[config.mk]
export PLATFORM = sky130hd
export DESIGN_NAME = axis_lfsr_src_flat
export DESIGN_NICKNAME = d
export VERILOG_FILES = /design/src/rtl/axis_lfsr_src_if.sv /design/src/rtl/axis_lfsr_src.sv /design/src/flat_wrapper.sv
export SDC_FILE = /design/constraint.sdc
export NUM_CORES = 1
export LEC_CHECK = 0
export ABC_AREA = 1
export CORE_UTILIZATION = 30
export CTS_CLUSTER_SIZE = 10
export DETAILED_ROUTE_END_ITERATION = 6
export PLACE_DENSITY = 0.55
export RECOVER_POWER = 100
export SYNTH_ARGS = -nofsm -noshare
export SYNTH_HDL_FRONTEND = slang
export SYNTH_SLANG_ARGS = --single-unit
export TNS_END_PERCENT = 100
[constraint.sdc]
create_clock -name clk -period 4.4 [get_ports clk]
set_clock_uncertainty 0.05 [all_clocks]
set_input_delay 0.66 -clock clk [delete_from_list [all_inputs] [get_ports clk]]
set_output_delay 0.66 -clock clk [all_outputs]
set_load 0.02 [all_outputs]
[src/rtl/axis_lfsr_src_if.sv]
// AXI-stream bundle: tdata/tvalid/tlast flow from the source, tready flows back.
interface axis_if #(
  parameter int DATAW = 64
);
  logic [DATAW-1:0] tdata;
  logic             tvalid;
  logic             tready;
  logic             tlast;

  modport out (output tdata, output tvalid, output tlast, input tready);
  modport in  (input tdata, input tvalid, input tlast, output tready);
endinterface

[src/rtl/axis_lfsr_src.sv]
// AXI-stream pseudo-random packet source driven by a 64-bit Galois LFSR,
// with selectable flow control, inter-packet gaps, packet limit and drop count.
module axis_lfsr_src_cfg_chk #(
  parameter logic [63:0] SEED = 64'hACE1ACE1ACE1ACE1,
  parameter int          N    = 16
);
  // An all-zero seed would lock the LFSR at zero forever.
  if (SEED == 64'd0) begin : g_bad_seed
    $error("axis_lfsr_src: SEED must be nonzero");
  end
  if (N < 1) begin : g_bad_n
    $error("axis_lfsr_src: N must be at least 1");
  end
endmodule

module axis_lfsr_src #(
  parameter int          N     = 16,
  parameter int          DATAW = 64,
  parameter logic [63:0] SEED  = 64'hACE1ACE1ACE1ACE1,
  parameter int          GAP   = 4,
  parameter int          CNTW  = 32
) (
  input  logic            clk,
  input  logic            s_rst,
  input  logic            start,
  input  logic [1:0]      mode,
  input  logic [CNTW-1:0] pkt_limit,
  axis_if.out             m,
  output logic            busy,
  output logic            done,
  output logic [CNTW-1:0] pkt_cnt,
  output logic [15:0]     drops
);

  localparam int             BW        = (N > 1) ? $clog2(N) : 1;
  localparam logic [BW-1:0]  LAST_BEAT = BW'(N - 1);
  localparam int             GW        = (GAP > 1) ? $clog2(GAP) : 1;
  localparam logic [GW-1:0]  GAP_LOAD  = GW'((GAP > 0) ? GAP - 1 : 0);
  localparam logic [63:0]    POLY      = 64'hD800000000000000;

  typedef enum logic [1:0] {
    ST_IDLE = 2'd0,
    ST_RUN  = 2'd1,
    ST_GAP  = 2'd2,
    ST_DONE = 2'd3
  } state_e;

  axis_lfsr_src_cfg_chk #(.SEED(SEED), .N(N)) u_cfg_chk ();

  function automatic logic [63:0] lfsr_step(input logic [63:0] s);
    lfsr_step = s[0] ? ((s >> 1) ^ POLY) : (s >> 1);
  endfunction

  state_e          state_q, state_d;
  logic [63:0]     lfsr_q, lfsr_d;
  logic [BW-1:0]   beat_q, beat_d;
  logic [GW-1:0]   gap_q, gap_d;
  logic [1:0]      mode_q, mode_d;
  logic [CNTW-1:0] limit_q, limit_d;
  logic [CNTW-1:0] pkt_cnt_q, pkt_cnt_d;
  logic [15:0]     drops_q, drops_d;
  logic            done_q, done_d;
  logic            busy_q, busy_d;
  logic            tvalid_q, tvalid_d;
  logic            tlast_q, tlast_d;
  logic            xfer;
  logic [CNTW-1:0] pkt_next;

  // Next-state, datapath and registered-output computation.
  always_comb begin
    state_d   = state_q;
    lfsr_d    = lfsr_q;
    beat_d    = beat_q;
    gap_d     = gap_q;
    mode_d    = mode_q;
    limit_d   = limit_q;
    pkt_cnt_d = pkt_cnt_q;
    drops_d   = drops_q;
    done_d    = done_q;
    xfer      = (state_q == ST_RUN) && ((mode_q == 2'd1) || m.tready);
    pkt_next  = pkt_cnt_q + CNTW'(1);

    case (state_q)
      ST_IDLE, ST_DONE: begin
        if (start) begin
          mode_d    = (mode == 2'd3) ? 2'd0 : mode;
          limit_d   = pkt_limit;
          lfsr_d    = SEED;
          beat_d    = {BW{1'b0}};
          pkt_cnt_d = {CNTW{1'b0}};
          drops_d   = 16'd0;
          done_d    = 1'b0;
          state_d   = ST_RUN;
        end else begin
          state_d = state_q;
        end
      end
      ST_RUN: begin
        if (xfer) begin
          lfsr_d = lfsr_step(lfsr_q);
          // Mode 1 issues beats regardless of tready; count the ones nobody took.
          if ((mode_q == 2'd1) && !m.tready && (drops_q != 16'hFFFF)) begin
            drops_d = drops_q + 16'd1;
          end else begin
            drops_d = drops_q;
          end
          if (beat_q == LAST_BEAT) begin
            beat_d    = {BW{1'b0}};
            pkt_cnt_d = pkt_next;
            if ((limit_q != {CNTW{1'b0}}) && (pkt_next == limit_q)) begin
              state_d = ST_DONE;
              done_d  = 1'b1;
            end else if ((mode_q == 2'd2) && (GAP > 0)) begin
              state_d = ST_GAP;
              gap_d   = GAP_LOAD;
            end else begin
              state_d = ST_RUN;
            end
          end else begin
            beat_d = beat_q + BW'(1);
          end
        end else begin
          state_d = ST_RUN;
        end
      end
      ST_GAP: begin
        if (gap_q == {GW{1'b0}}) begin
          state_d = ST_RUN;
        end else begin
          gap_d = gap_q - GW'(1);
        end
      end
      default: begin
        state_d = ST_IDLE;
      end
    endcase

    tvalid_d = (state_d == ST_RUN);
    tlast_d  = (state_d == ST_RUN) && (beat_d == LAST_BEAT);
    busy_d   = (state_d == ST_RUN) || (state_d == ST_GAP);
  end

  // State and output registers with synchronous reset.
  always_ff @(posedge clk) begin
    if (s_rst) begin
      state_q   <= ST_IDLE;
      lfsr_q    <= SEED;
      beat_q    <= {BW{1'b0}};
      gap_q     <= {GW{1'b0}};
      mode_q    <= 2'd0;
      limit_q   <= {CNTW{1'b0}};
      pkt_cnt_q <= {CNTW{1'b0}};
      drops_q   <= 16'd0;
      done_q    <= 1'b0;
      busy_q    <= 1'b0;
      tvalid_q  <= 1'b0;
      tlast_q   <= 1'b0;
    end else begin
      state_q   <= state_d;
      lfsr_q    <= lfsr_d;
      beat_q    <= beat_d;
      gap_q     <= gap_d;
      mode_q    <= mode_d;
      limit_q   <= limit_d;
      pkt_cnt_q <= pkt_cnt_d;
      drops_q   <= drops_d;
      done_q    <= done_d;
      busy_q    <= busy_d;
      tvalid_q  <= tvalid_d;
      tlast_q   <= tlast_d;
    end
  end

  assign m.tdata  = lfsr_q[DATAW-1:0];
  assign m.tvalid = tvalid_q;
  assign m.tlast  = tlast_q;
  assign busy     = busy_q;
  assign done     = done_q;
  assign pkt_cnt  = pkt_cnt_q;
  assign drops    = drops_q;

endmodule

[src/flat_wrapper.sv]
// flat-port wrapper written by rule: the top's interface ports become plain ports
module axis_lfsr_src_flat 
#(
  parameter int          N     = 16,
  parameter int          DATAW = 64,
  parameter logic [63:0] SEED  = 64'hACE1ACE1ACE1ACE1,
  parameter int          GAP   = 4,
  parameter int          CNTW  = 32
)
  (clk, s_rst, start, mode, pkt_limit, busy, done, pkt_cnt, drops, m_tdata, m_tvalid, m_tlast, m_tready);
  axis_if #(.DATAW(DATAW)) m_i ();
  input  logic clk;
  input  logic s_rst;
  input  logic start;
  input  logic [1:0] mode;
  input  logic [CNTW-1:0] pkt_limit;
  output logic busy;
  output logic done;
  output logic [CNTW-1:0] pkt_cnt;
  output logic [15:0] drops;
  output wire logic [$bits(m_i.tdata)-1:0] m_tdata;
  output wire logic [$bits(m_i.tvalid)-1:0] m_tvalid;
  output wire logic [$bits(m_i.tlast)-1:0] m_tlast;
  input wire logic [$bits(m_i.tready)-1:0] m_tready;
  assign m_tdata = m_i.tdata;
  assign m_tvalid = m_i.tvalid;
  assign m_tlast = m_i.tlast;
  assign m_i.tready = m_tready;
  axis_lfsr_src #(.N(N), .DATAW(DATAW), .SEED(SEED), .GAP(GAP), .CNTW(CNTW)) u_core (.clk(clk), .s_rst(s_rst), .start(start), .mode(mode), .pkt_limit(pkt_limit), .m(m_i), .busy(busy), .done(done), .pkt_cnt(pkt_cnt), .drops(drops));
endmodule
# After elaboration in Yosys (flattened, before gate mapping)
# Index checks and enable logic that the tools add are counted.
dict set report op_classes {
  addsub 4
  mul 0
  n_div 0
  order_cmp 0
  eq_ne 20
  shift 0
  muxes 35
  n_bitwise 1
  reduce_logical 20
}
# operator n
set op_table {}
lappend op_table {{64-bit 2-to-1 mux} 3}
lappend op_table {{64-bit case mux with 2 select lines} 1}
lappend op_table {{32-bit 2-to-1 mux} 3}
lappend op_table {{32-bit case mux with 2 select lines} 1}
lappend op_table {{16-bit 2-to-1 mux} 3}
lappend op_table {{32-bit by 1-bit adder with 32-bit output (second input constant)} 1}
lappend op_table {{32-bit equality test} 1}
lappend op_table {{16-bit case mux with 2 select lines} 1}
lappend op_table {{32-bit nonzero test} 1}
lappend op_table {{2-bit 2-to-1 mux} 12}
lappend op_table {{16-bit by 1-bit adder with 16-bit output (second input constant)} 1}
lappend op_table {{16-bit != test (second input constant)} 1}
lappend op_table {{2-bit != test (second input constant)} 7}
lappend op_table {{4-bit 2-to-1 mux} 3}
lappend op_table {{2-bit equality test (second input constant)} 5}
lappend op_table {{4-bit equality test (second input constant)} 2}
lappend op_table {{4-bit case mux with 2 select lines} 1}
lappend op_table {{4-bit AND reduction} 2}
lappend op_table {{2-bit by 1-bit equality test with 1-bit output (second input constant)} 3}
lappend op_table {{2-bit case mux with 3 select lines} 1}
lappend op_table {{6-bit AND reduction} 1}
lappend op_table {{1-bit logical AND} 5}
lappend op_table {{5-bit AND reduction} 1}
lappend op_table {{4-bit by 1-bit adder with 4-bit output (second input constant)} 1}
lappend op_table {{other kinds (13)} 19}
dict set report totals {
  regBits 158
  latchBits 0
  ramBits 0
  rom_bits 0
  mem_count 0
}

# Logic depth before layout (Yosys ltp)
dict set report depth {
  word_depth 9
  ltp_mapped 24
  ltp_nobuf 24
}

# Worst setup path before layout
# OpenSTA, ideal clock, no wires.
dict set report synth_timing {
  kind {register -> register}
  startpoint {register u_core.pkt_cnt_q[0] (netlist: u_core.pkt_cnt[0])}
  endpoint {register u_core.tlast_q (netlist: u_core.m.tlast)}
  setup_time_ns 0.078
  arrival_ns 2.653
  t_required_ns 4.272
  slack_ns 1.619
  path_stages_with_launch 25
  path_buffers 0
  period_less_slack_ns 2.781
  path_cell_list {dfxtp_1 -> ha_1 -> nand2_2 -> nor2_4 -> nand2_2 -> nor2_4 -> nand2_1 -> nand2_1 -> nand2_1 -> nand2_1 -> nand2_1 -> nor2_1 -> nand2_1 -> nor2_2 -> nand3_2 -> nand2_2 -> nand3_1 -> nand2_1 -> nand2_1 -> inv_1 -> ha_1 -> inv_1 -> nor2_1 -> nand3_1 -> nor3_1}
}
dict set report synth_between {
  elab_chain_len 9
}
# item line
set synth_rtl {}
lappend synth_rtl {{start: declaration} axis_lfsr_src.sv:60} ;# logic [CNTW-1:0] pkt_cnt_q, pkt_cnt_d;
lappend synth_rtl {{start signal: assignment} axis_lfsr_src.sv:152} ;# pkt_cnt_q <= {CNTW{1'b0}};
lappend synth_rtl {{start signal: assignment} axis_lfsr_src.sv:165} ;# pkt_cnt_q <= pkt_cnt_d;
lappend synth_rtl {{32-bit by 1-bit adder with 32-bit output} axis_lfsr_src.sv:81} ;# pkt_next = pkt_cnt_q + CNTW'(1);
lappend synth_rtl {{32-bit equality test} axis_lfsr_src.sv:110} ;# if ((limit_q != {CNTW{1'b0}}) && (pkt_next == limit_q)) begin
lappend synth_rtl {{1-bit logical AND} axis_lfsr_src.sv:110}
lappend synth_rtl {{2-bit 2-to-1 mux} axis_lfsr_src.sv:110}
lappend synth_rtl {{2-bit 2-to-1 mux} axis_lfsr_src.sv:107} ;# if (beat_q == LAST_BEAT) begin
lappend synth_rtl {{2-bit 2-to-1 mux} axis_lfsr_src.sv:99} ;# if (xfer) begin
lappend synth_rtl {{2-bit case mux with 3 select lines} axis_lfsr_src.sv:83} ;# case (state_q)
lappend synth_rtl {{net u_core.state_d[0]} axis_lfsr_src.sv:54} ;# state_e state_q, state_d;
lappend synth_rtl {{2-bit by 1-bit equality test with 1-bit output} --}
lappend synth_rtl {{net u_core.tvalid_d} axis_lfsr_src.sv:64} ;# logic tvalid_q, tvalid_d;
lappend synth_rtl {{1-bit logical AND} axis_lfsr_src.sv:139} ;# tlast_d = (state_d == ST_RUN) && (beat_d == LAST_BEAT);
lappend synth_rtl {{end signal: assignment} axis_lfsr_src.sv:170} ;# tlast_q <= tlast_d;
lappend synth_rtl {{end: declaration} axis_lfsr_src.sv:65} ;# logic tlast_q, tlast_d;
# The timed path passes the listed nets, and every way through them passes these cells.
# A chain may end at the register's enable or synchronous reset.

# Worst setup path in the final report
dict set report layout_timing {
  startpoint {input m_tready}
  endpoint {register u_core.tlast_q (netlist: u_core.m.tlast)}
}
dict set report layout_between {
  elab_chain_len 6
  word_cells_on_any_way 9
  cone_classes {eq/ne: 2; mux: 4; reduce/logical: 3}
}
# item line
set layout_rtl {}
lappend layout_rtl {{start: declaration} flat_wrapper.sv:24} ;# input wire logic [$bits(m_i.tready)-1:0] m_tready;
lappend layout_rtl {{1-bit logical OR *} axis_lfsr_src.sv:80} ;# xfer = (state_q == ST_RUN) && ((mode_q == 2'd1) || m.tready);
lappend layout_rtl {{1-bit logical AND *} axis_lfsr_src.sv:80}
lappend layout_rtl {{4-bit 2-to-1 mux or 2-bit 2-to-1 mux (tied branches)} axis_lfsr_src.sv:99}
lappend layout_rtl {{4-bit case mux with 2 select lines or 2-bit case mux with 3 select lines (tied branches)} axis_lfsr_src.sv:83}
lappend layout_rtl {{4-bit equality test or 2-bit by 1-bit equality test with 1-bit output (tied branches)} axis_lfsr_src.sv:139}
lappend layout_rtl {{1-bit logical AND *} axis_lfsr_src.sv:139}
# Every way passes the cells marked *; elsewhere a longest branch is shown, timed or not.

==> results.md <==
* Outcome: finished with violations
* Failing checks: capacitance limit, slew limit
* Leakage at 4.06 nW
* DP Worst Slack at 0.996 ns
* Final net count at 1350
* Critical path class: in -> reg
* Tightest Pin Transition at 2.06 ns
* Starting Density at 30.9%
* CTS tree: done
* Worst Hold Class: reg -> reg
* CP Max Fanout at 32
* Synthesis-stage register bit count at 158
* Final HPWL DP at 17700 µm
* DRT Pass-1 Iters at 5
* Syn Std Cell Area at 7860 µm²
* Distinct cells, synth at 44
* Crit path max-delay cell type: clkbuf_1
* Layout cells sized above 1 at 5.54%
* H-tree Lvls at 4
* Die area at 26800 µm²
* Critical Path End Type: flip-flop
* Final hold viol count at 0
* Setup slack after layout at 0.690 ns
* Largest net degree at the start of global routing at 65
* Syn-to-layout area delta at 30.3%
* I/O Pins at 154
* Die width at 164 µm
* Most frequent cells in the layout: nand2_1, dfxtp_1, nor2_1, a21oi_1, dlygate4sd3_1
* Slew Limit Fails at 186
* Utilization after layout at 40.3%
* CTS max path bufs at 2
* Setup TNS at 0 ns
* Startpoint Class: input port
* Yosys Warn Count at 0
* Skew-Pair Late Insertion Delay at 0.43 ns
* Cells after synthesis at 1174
* DRC at 0
* Global-route wire length before repair at 39700 µm
* Post-synth top flop: dfxtp_1
* Core Area at 25400 µm²
* Leading cell type in the layout, fill and taps excluded: nand2_1
* Row count at 58
* Sequential fraction of the synthesis area at 40.3%
* GR Util All Layers at 19.0%
* DR WL/cell at 15.1 µm
* Worst path cell trace: clkdlybuf4s50_1 -> a21oi_1 -> inv_1 -> nor2_1 -> nor2_1 -> inv_1 -> nor2_1 -> inv_1 -> clkbuf_1 -> o311a_1 -> inv_1 -> nor3_1
* Root Buffer: clkbuf_16
* DR vias at 7916
* Total power at 0.00376 W
* GPL Wtd Cong at 0.914
* Final setup fails at 0
* PwrDens at 367 nW/µm²
* Starting DRT DRC Count at 501
* Ys async rst share at 0%
* Minimum clock period at 3.71 ns
* Vias/cell at 4.81
* Post-Route WL at 24800 µm
* Unrepaired setup endpoints after global routing: false
* Max-slew headroom at -37.3%
* Worst EP arrival at 3.99 ns
* Syn_area_per_cell at 6.69 µm²
* Fmax at 0.270 GHz
* CTS clk-pin slew, worst paths at 0.07 ns
* Die span in y at 164 µm
* Number of global-route vias before repair at 7434
* CP peak stage delay at 1.28 ns
* Input/output buffers at 153
* Post-CTS sizing at 0
* Critical Path RT at 4.68 ns
* Remaining global-route overflow at 0
* Maxcap violations at 4
* Post-synth EDFFs at 0
* ANT cells at 0
* Initial antenna violation count at 0
* CTS sink cnt at 158
* Fillcell total at 2723
* CTS buffer count at 17
* Final period util at 84.3%
* Post-Syn Nets at 1220
* Postcts setup bufs at 0
* Most frequent cell on the critical path: inv_1
* # hold bufs at CTS at 0
* Peak supply drop at 0.252 mV
* Antenna viol nets, final at 0
[state kept, by name, summed over array words and instances, names as in the netlist]
| name | flops |
|---|---|
| u_core.m.tvalid | 1 |
| u_core.m.tdata | 64 |
| u_core.beat_q | 4 |
| u_core.done | 1 |
| u_core.m.tlast | 1 |
| u_core.gap_q | 2 |
| u_core.mode_q | 2 |
| u_core.pkt_cnt | 32 |
| u_core.busy | 1 |
| u_core.state_q | 2 |
| u_core.limit_q | 32 |
| u_core.drops | 16 |
[kinds of logic (layout without fill, tap and decap cells)]
kind of cell               Yosys count  in the layout  share of synthesized area, %
AOI/OAI and AO/OA                  235            235                          15.9
xor gates and xnor gates             7              7                          1.15
adders and majority gates            8              8                          1.27
buffers and inverters              152            295                          7.41
DFF                                158            158                          40.3
and+or+nand+nor                    614            614                          34.0
[critical path, delay by kind of cell]
family	cells	cell delay [ns]
simple gates	4	0.64
buf+inv	6	2.06
compound gates	2	0.64
[worst paths after layout]
check	depth (start not counted)	end	startpoint	slack [ns]
worst max-delay path	12	u_core.m.tlast$_SDFF_PP0_	m_tready	0.69
worst min-delay path	2	u_core.gap_q[1]$_SDFFE_PP0P_	u_core.gap_q[1]$_SDFFE_PP0P_	0.41
worst max register to register	13	u_core.m.tlast$_SDFF_PP0_	u_core.state_q[1]$_SDFF_PP0_	0.79
worst min register to register	2	u_core.gap_q[1]$_SDFFE_PP0P_	u_core.gap_q[1]$_SDFFE_PP0P_	0.41
[report_power, final]
group / total (W) / switching (W) / leakage (nW) / internal, W
Combinational: 0.000635 / 0.000407 / 2.47 / 0.000229
Sequential: 0.00160 / 0.0000760 / 1.29 / 0.00152
Clock: 0.00152 / 0.000667 / 0.297 / 0.000856
Total: 0.00376 / 0.00115 / 4.06 / 0.00261
[cell type report]
type / instances / area (µm²) / area share [%]
Tap cell: 330 / 413 / 4.03
Inverter: 102 / 383 / 3.74
Multi-Input combinational cell: 864 / 4100 / 40.1
Sequential cell: 158 / 3160 / 30.9
Clock inverter: 15 / 171 / 1.68
Clock buffer: 17 / 425 / 4.16
Timing Repair Buffer: 161 / 1580 / 15.4
[cell usage after synthesis, types with 3 or more instances]
| library cell | count | area share [%] |
|---|---|---|
| inv_1 | 100 | 4.8 |
| nand2_2 | 12 | 0.96 |
| nor3_1 | 12 | 0.76 |
| nand3b_1 | 12 | 1.1 |
| nor2_4 | 6 | 0.86 |
| a21oi_1 | 133 | 8.5 |
| nand2_1 | 318 | 15 |
| dfxtp_1 | 158 | 40 |
| nand4_1 | 4 | 0.32 |
| o21ai_1 | 3 | 0.19 |
| o21a_1 | 4 | 0.38 |
| a211oi_1 | 4 | 0.38 |
| o21bai_1 | 3 | 0.29 |
| nor2_2 | 8 | 0.64 |
| ha_1 | 8 | 1.3 |
| clkbuf_1 | 37 | 1.8 |
| xnor2_1 | 3 | 0.33 |
| nor2_1 | 133 | 6.4 |
| buf_2 | 3 | 0.19 |
| buf_1 | 9 | 0.43 |
| nand3_1 | 93 | 5.9 |
| nor3b_1 | 4 | 0.38 |
| o21ai_0 | 76 | 4.8 |
| nand2_4 | 4 | 0.57 |
[stage by stage]
stage	hold slack (ns)	instance area, µm²	std cells
floorplan	0.389	7860	1174
global placement	0.400	9660	1615
detailed placement	0.405	9660	1615
finish	0.411	10200	1647
CTS	0.414	10300	1647
global route	0.434	10200	1647
[metal layers]
layer  routed length [µm]  GRT usage [%]
met1                11100           23.4
met4                  403           4.71
met3                 1920           6.82
met5                    0              0
met2                11400           31.2
Power figures use the tool's default switching activity.
